==> config.mk <==
export PLATFORM = sky130hd
export DESIGN_NAME = aludec_seq
export DESIGN_NICKNAME = d
export VERILOG_FILES = /design/src/rtl/aludec_seq.sv
export SDC_FILE = /design/constraint.sdc
export NUM_CORES = 1
export LEC_CHECK = 0
export ABC_AREA = 1
export BUFFER_PORTS_ARGS = -buffer_cell sky130_fd_sc_hd__clkbuf_2
export CORE_AREA = 2 2 39 41
export CTS_CLUSTER_SIZE = 30
export DETAILED_ROUTE_END_ITERATION = 12
export DIE_AREA = 0 0 41 43
export PLACE_DENSITY = 0.73
export SYNTH_ARGS = -nofsm -noshare
export SYNTH_HDL_FRONTEND = slang
export SYNTH_SLANG_ARGS = --single-unit
==> constraint.sdc <==
create_clock -name clk -period 1.45 [get_ports clk]
set_clock_uncertainty 0.15 [all_clocks]
set_input_delay 0.435 -clock clk [delete_from_list [all_inputs] [get_ports clk]]
set_output_delay 0.435 -clock clk [all_outputs]
set_load 0.03 [all_outputs]
==> src/rtl/aludec_seq.sv <==
// rtl/aludec_seq.sv - sequential ALU control decoder with valid/ready handshake
// Optional feature: define ALUDEC_SEQ_MULDIV_EN to decode mult/div as multi-cycle ops.
module aludec_seq #(
  parameter int CTRL_W      = 4,
  parameter int MULT_CYCLES = 4,
  parameter int DIV_CYCLES  = 8
) (
  input  logic              clk,
  input  logic              reset_n,
  input  logic              in_valid,
  output logic              in_ready,
  input  logic [5:0]        op,
  input  logic [5:0]        funct,
  input  logic [1:0]        aluop,
  input  logic              flush,
  output logic              out_valid,
  input  logic              out_ready,
  output logic [CTRL_W-1:0] alucontrol,
  output logic              illegal,
  output logic              mc_busy
);

  typedef enum logic [1:0] {IDLE = 2'd0, EXEC = 2'd1, OUT = 2'd2} state_t;

  state_t     state, state_nxt;
  logic [3:0] dec_ctrl;
  logic       dec_ill;
  logic       dec_mc;
  logic       accept;

  // Out-of-range parameter settings elaborate this empty marker block.
  if (CTRL_W < 4 || MULT_CYCLES < 1 || DIV_CYCLES < 1) begin : g_bad_params
  end

`ifdef ALUDEC_SEQ_MULDIV_EN
  localparam int MAX_CYC = (MULT_CYCLES > DIV_CYCLES) ? MULT_CYCLES : DIV_CYCLES;
  localparam int CNT_W   = $clog2(MAX_CYC) + 1;

  logic [CNT_W-1:0] cnt;
  logic [CNT_W-1:0] dec_cnt;
`endif

  // Unlisted encodings fall through to the illegal, single-cycle default.
  always_comb begin
    dec_ctrl = 4'b0000;
    dec_ill  = 1'b1;
    dec_mc   = 1'b0;
`ifdef ALUDEC_SEQ_MULDIV_EN
    dec_cnt  = '0;
`endif
    case (aluop)
      2'b00: begin dec_ctrl = 4'b0010; dec_ill = 1'b0; end
      2'b01: begin dec_ctrl = 4'b1010; dec_ill = 1'b0; end
      2'b10: begin
        case (funct)
          6'b100000: begin dec_ctrl = 4'b0010; dec_ill = 1'b0; end
          6'b100010: begin dec_ctrl = 4'b1010; dec_ill = 1'b0; end
          6'b100100: begin dec_ctrl = 4'b0000; dec_ill = 1'b0; end
          6'b100101: begin dec_ctrl = 4'b0001; dec_ill = 1'b0; end
          6'b101010: begin dec_ctrl = 4'b1011; dec_ill = 1'b0; end
          6'b000110: begin dec_ctrl = 4'b0110; dec_ill = 1'b0; end
`ifdef ALUDEC_SEQ_MULDIV_EN
          6'b011000: begin
            dec_ctrl = 4'b1100; dec_ill = 1'b0; dec_mc = 1'b1;
            dec_cnt  = CNT_W'(MULT_CYCLES - 1);
          end
          6'b011010: begin
            dec_ctrl = 4'b1101; dec_ill = 1'b0; dec_mc = 1'b1;
            dec_cnt  = CNT_W'(DIV_CYCLES - 1);
          end
`endif
          default: ;
        endcase
      end
      2'b11: begin
        case (op)
          6'b001110: begin dec_ctrl = 4'b0100; dec_ill = 1'b0; end
          6'b001111: begin dec_ctrl = 4'b0101; dec_ill = 1'b0; end
          6'b011101: begin dec_ctrl = 4'b0010; dec_ill = 1'b0; end
          6'b010001: begin dec_ctrl = 4'b0111; dec_ill = 1'b0; end
          default: ;
        endcase
      end
      default: ;
    endcase
  end

  always_comb begin
    in_ready  = ~flush & ((state == IDLE) | ((state == OUT) & out_ready));
    accept    = in_valid & in_ready;
    state_nxt = state;
    if (flush) begin
      state_nxt = IDLE;
    end else begin
      case (state)
        IDLE: if (accept) state_nxt = dec_mc ? EXEC : OUT;
`ifdef ALUDEC_SEQ_MULDIV_EN
        EXEC: if (cnt == '0) state_nxt = OUT;
`else
        EXEC: state_nxt = IDLE;
`endif
        // Retire and accept in the same cycle keeps back-to-back ops bubble-free.
        OUT: if (out_ready) state_nxt = accept ? (dec_mc ? EXEC : OUT) : IDLE;
        default: state_nxt = IDLE;
      endcase
    end
  end

  always_ff @(posedge clk or negedge reset_n) begin
    if (!reset_n) begin
      state      <= IDLE;
      alucontrol <= '0;
      illegal    <= 1'b0;
    end else begin
      state <= state_nxt;
      if (accept) begin
        alucontrol <= CTRL_W'(dec_ctrl);
        illegal    <= dec_ill;
      end
    end
  end

`ifdef ALUDEC_SEQ_MULDIV_EN
  always_ff @(posedge clk or negedge reset_n) begin
    if (!reset_n) begin
      cnt <= '0;
    end else if (accept) begin
      cnt <= dec_mc ? dec_cnt : '0;
    end else if (state == EXEC && cnt != '0) begin
      cnt <= cnt - CNT_W'(1);
    end
  end

  assign mc_busy = (state == EXEC);
`else
  assign mc_busy = 1'b0;
`endif

  assign out_valid = (state == OUT);

endmodule

### Word-level counts from Yosys, hierarchy flattened

Cells that the tools add are included.

* register bits: 7
* output and inout bits: 8

* eq/ne operators: 16
* mux-type cells: 11
* bitwise gates (word level): 5
* reduce and logical (&&, ||, !) cells: 6

Operators with widths (count)
* $eq A6 B6 Y1 const B: 5
* $pmux W4 S5: 1
* $pmux W4 S4: 1
* $eq A6 B4 Y1 const B: 2
* $eq A6 B5 Y1 const B: 2
* $pmux W3 S4: 1
* $mux W2: 4
* $eq A2 B2 Y1 const B: 3
* $eq A6 B3 Y1 const B: 1
* $reduce_or A6 Y1: 1
* $logic_not A2 Y1: 2
* $pmux W2 S2: 1
* $reduce_or A4 Y1: 1
* $and A1 B1 Y1: 3
* $ne A3 B2 Y1 const B: 1
* $ne A3 B3 Y1 const B: 1
* $pmux W1 S3: 1
* $eq A2 B1 Y1 const B: 1
* $mux W1: 2
* $reduce_and A2 Y1: 1
* $reduce_or A2 Y1: 1
* $not A1 Y1: 1
* $or A1 B1 Y1: 1

### Logic depth before layout (Yosys ltp)

Gate-level depths: netlist (run 1).

* depth after elaboration: 9
* depth in mapped cells: 9
* gate-level depth less buffers: 9

### Worst setup path before layout (run 1)

No wires, ideal clock.

* kind: register to register
* start point: register state[1]
* end point: register illegal
* setup time: 0.073 ns
* arrival: 1.269 ns
* required time: 1.227 ns
* setup slack: -0.042 ns
* cell stages (with the launch flop): 9
* period minus slack after synthesis: 1.492 ns
* cell sequence: dfrtp_1 -> inv_1 -> nor2_2 -> nor2_4 -> nand2_4 -> inv_4 -> or2_0 -> clkinv_1 -> a21oi_2

* word-level cells in the longest chain between the ends: 5
* elaborated cells on any way between the ends: 6
* those cells by class: eq/ne (1); bitwise (4); reduce/logical (1)

Ends and longest elaborated chain
* start, declared: line 25 `state_t state, state_nxt;`
* start signal, assigned: line 115 `state <= state_nxt;`
* $eq A2 B2 Y1: line 89 `in_ready = ~flush & ((state == IDLE) | ((state == OUT) & out_ready));`
* $and A1 B1 Y1: line 89
* $or A1 B1 Y1 (*): line 89
* $and A1 B1 Y1 (*): line 89
* named net in_ready: line 11 `output logic in_ready,`
* $and A1 B1 Y1 (*): line 90 `accept = in_valid & in_ready;`
* end signal, assigned: line 118 `illegal <= dec_ill;`
* end, declared: line 19 `output logic illegal,`

The timed path passes the listed nets; every way through them passes the cells marked *.
A chain may end at the register's enable or synchronous reset.

### Worst setup path after layout (run 1)

* start point: register state[1]
* end point: output port in_ready

* word-level cells in the longest chain between the ends: 4
* elaborated cells on any way between the ends: 5
* those cells by class: eq/ne (1); bitwise (3); reduce/logical (1)

Ends and longest elaborated chain (line)
* $eq A2 B2 Y1: 89
* $and A1 B1 Y1: 89
* $or A1 B1 Y1 (*): 89
* $and A1 B1 Y1 (*): 89
* end, declared: 11

Mark *: on every way between the ends. The rest lies on a longest branch, timed or not.

==> impl_metrics.json, run 1 <==
{
  "core_um2": 1380,
  "syn_area_per_cell_um2": 5.68,
  "p_total_uw": 547,
  "cts_made_buffers": 3,
  "ios": 27,
  "critical_path.endpoint_type": "output pin",
  "dp_hpwl_um": 1020,
  "start_util_pct": 39.4,
  "grt-ovfl-total": 0,
  "hp-class": "in -> reg",
  "clk_latency_ns": 0.24,
  "routedWlPerCell_um": 7.97,
  "syn_area_um2": 546,
  "cts_max_level": 1,
  "maxCapViolations": 0,
  "n_antenna_cell": 0,
  "critPathMostFrequentCell": "nor2_4",
  "fin_ws_ns": -0.107,
  "power.density_nw_per_um2": 726,
  "antenna_found_initial": 0,
  "remaining_drc_errors": 0,
  "num_rows": 14,
  "status": "finished, violations left",
  "slew_violations": 0,
  "numPortBuffers": 25,
  "grt_pass1_wl_um": 1930,
  "violations": "negative setup slack",
  "setup_viol_count_final": 1,
  "wl_um": 1140,
  "path_cells": "inv_2, nor2_4, nor2_4, buf_8",
  "start_kind": "flip-flop",
  "ant_nets": 0,
  "ys_seq_area_share_pct": 27.5,
  "grt_util_all_layers_pct": 15.4,
  "die-area_um2": 1760,
  "die_height_um": 43,
  "mostFrequentLayoutCell": "nand2_1",
  "syn2layout_area_growth_pct": 38.3,
  "post-route-period-util_pct": 107,
  "grt_pass1_vias": 573,
  "critPathTopFamily": "flip-flops",
  "synth_nets": 115,
  "worst-path-stages": 4,
  "rsz0062_at_grt": "true",
  "clockBufferDepth": 2,
  "synth_seq_cells": 6,
  "die_width_um": 41,
  "yosys_warnings": 0,
  "cts_root_buf": "clkbuf_4",
  "crit_buf_inv": 2,
  "synth.distinct_cells": 19,
  "drive_gt1_share_pct": 31.5,
  "cpPeakStageDelay_ns": 0.40,
  "leakage_uw": 0.000471,
  "grt_max_degree": 7,
  "max_freq_mhz": 642,
  "cp_data_arrival_time_ns": 0.97,
  "finalHoldViolations": 0,
  "cpMaxStageDelayCell": "dfrtp_2",
  "syn-instance-count": 96,
  "cts_tree": "done",
  "drtIter0Drc": 6,
  "ir_drop_mv": 0.184,
  "dp_cells": 137,
  "dr.pass1.iters": 2,
  "layout_common_cells": "nand2_1 (33), clkbuf_2 (23), inv_1 (16), nor2_1 (15), nand3_1 (7)",
  "required_ns": 0.87,
  "clkTransAtPathRegs_ns": 0.05,
  "cp_max_fo": 2,
  "fin_cells": 143,
  "nets": 147,
  "crit_type": "reg -> out",
  "gp_congestion": 0.776,
  "period_needed_ns": 1.56,
  "vias": 628,
  "clock-sinks": 6,
  "via_per_inst": 4.39,
  "min_path_cells": 2,
  "r2r_cells": 8
}
[routing by layer]
metal | wire (µm) | vias to the layer above | global-route usage, %
li1 | - | 345 | -
met1 | 474 | 266 | 16.7
met2 | 599 | 17 | 26.9
met3 | 65 | 0 | 1.57
met4 | 0 | 0 | 8.00
met5 | 0 | - | 0
[power breakdown]
group          switching, µW  internal [µW]  leakage (µW)
Combinational            117           71.3      0.000381
Clock                   60.1            104     0.0000150
Sequential              9.60            185     0.0000743
Total                    187            361      0.000471
[final timing paths]
check / start / endpoint / slack [ns]
worst max-delay path: state[1] / in_ready / -0.11
worst min-delay path: flush / state[1] / 0.24
worst max register to register: state[1] / alucontrol[3] / 0.11
worst min register to register: alucontrol[2] / alucontrol[2] / 0.34
max in group asynchronous: reset_n / state[1] / 0.59
min in group asynchronous: reset_n / alucontrol[2] / 0.40
[cell families (layout without fill, tap and decap cells)]
group                  after synthesis  count (layout)  share of synthesized area, %
flip-flops                           6               6                          27.5
AND/OR/NAND/NOR                     62              62                          49.3
buffers and inverters               21              52                          15.6
AO/OA/AOI/OAI                        6               6                          6.88
other                                1               1                         0.687
[synthesized netlist by cell type]
library cell / count / area, µm²
o21ai_1: 2 / 10.0
nor2_2: 3 / 18.8
or2_0: 1 / 6.26
a21oi_1: 1 / 5.00
inv_1: 17 / 63.8
buf_4: 1 / 7.51
o21ai_0: 1 / 5.00
conb_1: 1 / 3.75
nand4_1: 1 / 6.26
dfrtp_1: 6 / 150
nand2_1: 33 / 124
clkinv_1: 2 / 7.51
nor2_1: 15 / 56.3
nor2_4: 1 / 11.3
a2bb2oi_1: 1 / 8.76
a21oi_2: 1 / 8.76
nand2_4: 1 / 11.3
nand3_1: 7 / 35.0
inv_4: 1 / 6.26
[through the flow]
stage / util, % / TNS (ns) / hold WS [ns] / setup WS (ns) / area, µm²
after CTS: 53.8 / -0.129 / 0.235 / -0.129 / 744
after detailed placement: 50.0 / -0.0740 / 0.121 / -0.0740 / 692
final: 54.5 / -0.107 / 0.243 / -0.107 / 754
after global routing: 54.5 / -0.176 / 0.231 / -0.171 / 754
after floorplan: - / -0.00941 / -0.0106 / -0.00941 / 547
after global placement: 50.0 / -0.0537 / 0.116 / -0.0537 / 692
[final cells by class]
type                       instances  area, µm²
timing repair buffer              28        160
inverter                          20       77.6
sequential                         6        151
fill                             145        629
clock buffer                       4       26.3
multi-input combinational         69        319
tap                               16       20.0
[flip-flops by register name, indices dropped and copies added, names as in the netlist]
| name | count |
|---|---|
| alucontrol | 4 |
| illegal | 1 |
| state | 1 |
[timing repair]
action	4_1_cts	5_1_grt
setup buffers	1	0
endpoints found under the setup margin	1	3
pin swaps	1	0
hold buffers	1	0
hold endpoints to repair	6	0
gates resized for setup	2	4
No activity file was read; power rests on OpenSTA's default activity.
==> run 2, diff against run 1 <==
Settings changed: BUFFER_PORTS_ARGS -buffer_cell sky130_fd_sc_hd__clkbuf_2 to not set, DONT_BUFFER_PORTS set to 1, PLACE_DENSITY 0.73 to not set.
==> run 2 against run 1 <==
Compared with the run above:
- the flow still finishes with violations (negative setup slack)
- die area unchanged
- routed wire length up 0.61%
- sequential cell count unchanged
- global-route usage up 0.27 points
- core utilization down 9.0 points
- worst setup slack worse by 0.00097 ns
- maximum frequency about the same
- final cell count down 17%
- sequential power up 16%
- sequential share of layout area up 3.9 points
- critical path type unchanged
- critical endpoint unchanged
==> impl_metrics.json, run 2 (synthesis results as in run 1) <==
{
  "clockBufferDepth": 2,
  "maxCapViolations": 0,
  "ir_drop_mv": 0.327,
  "finalHoldViolations": 0,
  "vias": 554,
  "drtIter0Drc": 7,
  "via_per_inst": 4.66,
  "start_util_pct": 39.4,
  "cts_max_level": 1,
  "layout_common_cells": "nand2_1 (33), inv_1 (16), nor2_1 (15), nand3_1 (7), dfrtp_1 (5)",
  "gp_congestion": 0.668,
  "die-area_um2": 1760,
  "drive_gt1_share_pct": 14.6,
  "cts_root_buf": "clkbuf_4",
  "power.density_nw_per_um2": 811,
  "routedWlPerCell_um": 9.64,
  "clkTransAtPathRegs_ns": 0.05,
  "nets": 123,
  "die_width_um": 41,
  "ant_nets": 0,
  "violations": "negative setup slack",
  "num_rows": 14,
  "setup_viol_count_final": 1,
  "required_ns": 0.87,
  "syn2layout_area_growth_pct": 15.6,
  "cp_data_arrival_time_ns": 0.97,
  "clk_latency_ns": 0.25,
  "period_needed_ns": 1.56,
  "top_regs": "alucontrol x4, illegal x1, state x1",
  "mostFrequentLayoutCell": "nand2_1",
  "clock-sinks": 6,
  "cts_tree": "done",
  "hp-class": "in -> reg",
  "remaining_drc_errors": 0,
  "dp_hpwl_um": 971,
  "largest_reg_flops": 4,
  "grt_pass1_wl_um": 1880,
  "wl_um": 1150,
  "crit_type": "reg -> out",
  "antenna_found_initial": 0,
  "grt_pass1_vias": 483,
  "grt-ovfl-total": 0,
  "die_height_um": 43,
  "slew_violations": 0,
  "numPortBuffers": 0,
  "grt_util_all_layers_pct": 15.6,
  "fin_ws_ns": -0.108,
  "tns_ns": -0.108,
  "ios": 27,
  "dr.pass1.iters": 5,
  "max_freq_mhz": 642,
  "cp_max_fo": 2,
  "start_kind": "flip-flop",
  "post-route-period-util_pct": 107,
  "rsz0062_at_grt": "true",
  "grt_max_degree": 7,
  "critical_path.endpoint_type": "output pin",
  "leakage_uw": 0.000372,
  "place_ws_ns": 0.0723,
  "n_antenna_cell": 0,
  "core_um2": 1380,
  "status": "finished, violations left",
  "regMostFlops": "alucontrol",
  "cts_made_buffers": 3
}
[run 2: worst max-delay path: stages, from the launching register on]
cell and delay, ns:
dfrtp_2 0.36, inv_2 0.03, nor2_2 0.14, nor2_4 0.06, buf_12 0.13
[run 2: power by group]
part	leakage (µW)	switching, µW	internal, µW
Combinational	0.000282	63.6	45.6
Sequential	0.0000743	42.1	185
Clock	0.0000150	70.6	105
Total	0.000372	176	335
[run 2: layout make-up]
type,count,area [µm²]
Fill cell,159,753
Clock buffer,4,26.3
Inverter,20,77.6
Sequential cell,6,151
Timing Repair Buffer,4,45.0
Multi-Input combinational cell,69,310
Tap cell,16,20.0
[run 2: final timing paths]
| kind | startpoint | endpoint | slack, ns | cells past startpoint |
|---|---|---|---|---|
| max | state[1] | in_ready | -0.11 | 4 |
| min | flush | state[1] | 0.09 | 1 |
| max reg2reg | state[1] | illegal | 0.03 | 9 |
| min reg2reg | state[1] | state[1] | 0.49 | 4 |
| max in group asynchronous | reset_n | state[1] | 0.55 | 1 |
| min in group asynchronous | reset_n | alucontrol[3] | 0.35 | 1 |
[run 2: repair_timing]
action / in CTS / in global routing
endpoints found under the hold margin: 6 / 0
pin swaps: 1 / 0
endpoints found under the setup margin: 1 / 2
setup buffers: 1 / 0
gates resized for setup: 0 / 0
hold buffers: 1 / 0
[run 2: routing by layer]
layer / wire [µm] / GRT usage [%] / vias up
met5: 0 / 0 / -
met4: 23 / 8.00 / 0
met3: 59 / 1.57 / 4
met2: 568 / 24.4 / 18
met1: 494 / 20.1 / 235
li1: - / - / 297
[run 2: through the flow]
stage	cell area, µm²	utilization (%)	instances	hold slack (ns)	power [µW]
CTS	631	45.6	119	0.0908	512
floorplan	547	-	96	-0.0106	309
global route	631	45.6	119	0.0860	541
finish	631	45.6	119	0.0908	511
detailed placement	587	42.4	113	-0.0104	332
global placement	587	42.4	113	-0.0105	330
==> run 3, diff against run 2 <==
==> constraint.sdc (replaced) <==
create_clock -name clk -period 1.45 [get_ports clk]
set_clock_uncertainty 0.15 [all_clocks]
set_input_delay 0.145 -clock clk [delete_from_list [all_inputs] [get_ports clk]]
set_output_delay 0.145 -clock clk [all_outputs]
set_load 0.03 [all_outputs]
==> run 3 against run 2 <==
Compared with the run above:
- the run now ends clean
- worst setup slack gained 0.17 ns
- first-iteration DRC count shrank 29%
- final cell count up 3.4%
- combinational power grew 5%
- hold slack lost 0.072 ns
- sequential cell count stayed put
- power down 0.67%
- clock-buffer cell count unchanged
- die area stayed put
==> impl_metrics.json, run 3 (synthesis results as in run 1) <==
{
  "status": "finished clean",
  "p_total_uw": 508,
  "antenna_found_initial": 0,
  "path_cells": "dlygate4sd3_1, nor2_2, nor2_4, buf_4",
  "start_kind": "primary input",
  "r2r_start": "state[1]",
  "dp_cells": 113,
  "vias": 557,
  "hp-class": "in -> reg",
  "maxCapViolations": 0,
  "drive_gt1_share_pct": 14.0,
  "finalHoldViolations": 0,
  "fillCellCount": 155,
  "seqPwrFrac_pct": 44.9,
  "tns_ns": 0,
  "setup_viol_count_final": 0,
  "switchingPower_uw": 171,
  "critPathTopFamily": "buffers and inverters",
  "drtIter0Drc": 5,
  "remaining_drc_errors": 0,
  "clkTransAtPathRegs_ns": 0.05,
  "cts_max_level": 1,
  "syn2layout_area_growth_pct": 21.6,
  "critical_path.endpoint_type": "output pin",
  "required_ns": 1.15,
  "max_freq_mhz": 718,
  "crit_buf_inv": 2,
  "grt_max_degree": 7,
  "clkPwrFrac_pct": 32.7,
  "routedWlPerCell_um": 9.10,
  "cp_max_fo": 2,
  "grt_pass1_vias": 515,
  "die-area_um2": 1760,
  "leakage_uw": 0.000384,
  "layout_common_cells": "nand2_1 (33), inv_1 (16), nor2_1 (14), nand3_1 (7), dlygate4sd3_1 (6)",
  "rsz0062_at_grt": "false",
  "grt-ovfl-total": 0,
  "die_height_um": 43,
  "cts_made_buffers": 3,
  "ant_nets": 0,
  "cpMaxStageDelayCell": "dlygate4sd3_1",
  "hold_ws_ns": 0.0185,
  "nets": 127,
  "top_regs": "alucontrol x4, illegal x1, state x1",
  "crit_start": "out_ready",
  "via_per_inst": 4.53,
  "period_needed_ns": 1.39,
  "die_width_um": 41,
  "internal_power_uw": 337,
  "dr.pass1.iters": 4,
  "gp_congestion": 0.705,
  "cpPeakStageDelay_ns": 0.55,
  "cts_setup_buffers": 0,
  "fin_cells": 123,
  "power.density_nw_per_um2": 766,
  "post-route-period-util_pct": 96.0,
  "ir_drop_mv": 0.242,
  "r2r_setup_slack_ns": 0.15,
  "clk_latency_ns": 0.24,
  "cts_tree": "done",
  "grt_util_all_layers_pct": 15.6,
  "numPortBuffers": 0,
  "grt_pass1_wl_um": 1900,
  "num_rows": 14,
  "ios": 27,
  "clock-sinks": 6,
  "wl_um": 1120,
  "largest_reg_flops": 4,
  "mostFrequentLayoutCell": "nand2_1",
  "fin_util_pct": 47.9,
  "start_util_pct": 39.4,
  "switching_share_pct": 33.7,
  "slew_violations": 0,
  "core_um2": 1380,
  "n_antenna_cell": 0,
  "dp_hpwl_um": 936,
  "worstHoldStart": "aluop[1]",
  "regMostFlops": "alucontrol",
  "clockBufferDepth": 2,
  "power_frac_comb_pct": 22.5,
  "cp_data_arrival_time_ns": 1.10,
  "crit_type": "in -> out",
  "cts_root_buf": "clkbuf_4"
}
==> run 3: changes by cell type in the layout (fill, tap and decap cells not counted) <==
cell,delta
buf_12,-1
nor2_1,-1
dlygate4sd3_1,+5
nor2_2,+1
==> run 3: timing repair <==
action                     in CTS  in global routing
hold endpoints to repair       11                  0
hold buffers                    6                  0
gates resized for setup         0                  1
setup endpoints to repair       0                  1
==> run 3: worst min-delay path, stage by stage <==
cell,delay (ns)
inv_1,0.04
a21oi_1,0.12
a2bb2oi_1,0.07
==> run 3: through the flow <==
| step | setup WS, ns | area (µm²) |
|---|---|---|
| finish | 0.0575 | 663 |
| global route | 0.0106 | 663 |
| CTS | 0.0510 | 661 |
| detailed placement | 0.168 | 574 |
| global placement | 0.196 | 574 |
| floorplan | -0.00941 | 547 |
==> run 3: per-layer routing <==
| layer | vias to the layer above | wire, µm | GRT usage (%) | share of wire, % |
|---|---|---|---|---|
| met5 | - | 0 | 0 | 0 |
| met4 | 0 | 12 | 6.00 | 1.1 |
| met3 | 2 | 44 | 5.24 | 3.9 |
| met2 | 13 | 595 | 25.3 | 53 |
| met1 | 239 | 468 | 17.7 | 42 |
| li1 | 303 | - | - | - |
==> run 3: power groups by stage <==
stage          registers [µW]  logic (µW)  clock network [µW]
2_1_floorplan             231        78.2                   0
5_1_grt                   230         132                 184
6_report                  228         114                 166
3_3_place_gp              230        94.3                   0
4_1_cts                   228         115                 174
3_5_place_dp              231        95.2                   0
==> run 3: path summary, 6_finish.rpt <==
check,end,cells past startpoint
worst max register to register,illegal,8
worst min-delay path,alucontrol[3],3
min in group asynchronous,illegal,1
worst max-delay path,in_ready,4
worst min register to register,state[1],4
max in group asynchronous,state[1],1
==> run 3: area by class of cell <==
type                            count  area (µm²)  share of cell area [%]
Multi-Input combinational cell     69         313                    47.2
Clock buffer                        4        26.3                    3.96
Timing Repair Buffer                8        75.1                    11.3
Tap cell                           16        20.0                    3.02
Sequential cell                     6         151                    22.8
Inverter                           20        77.6                    11.7
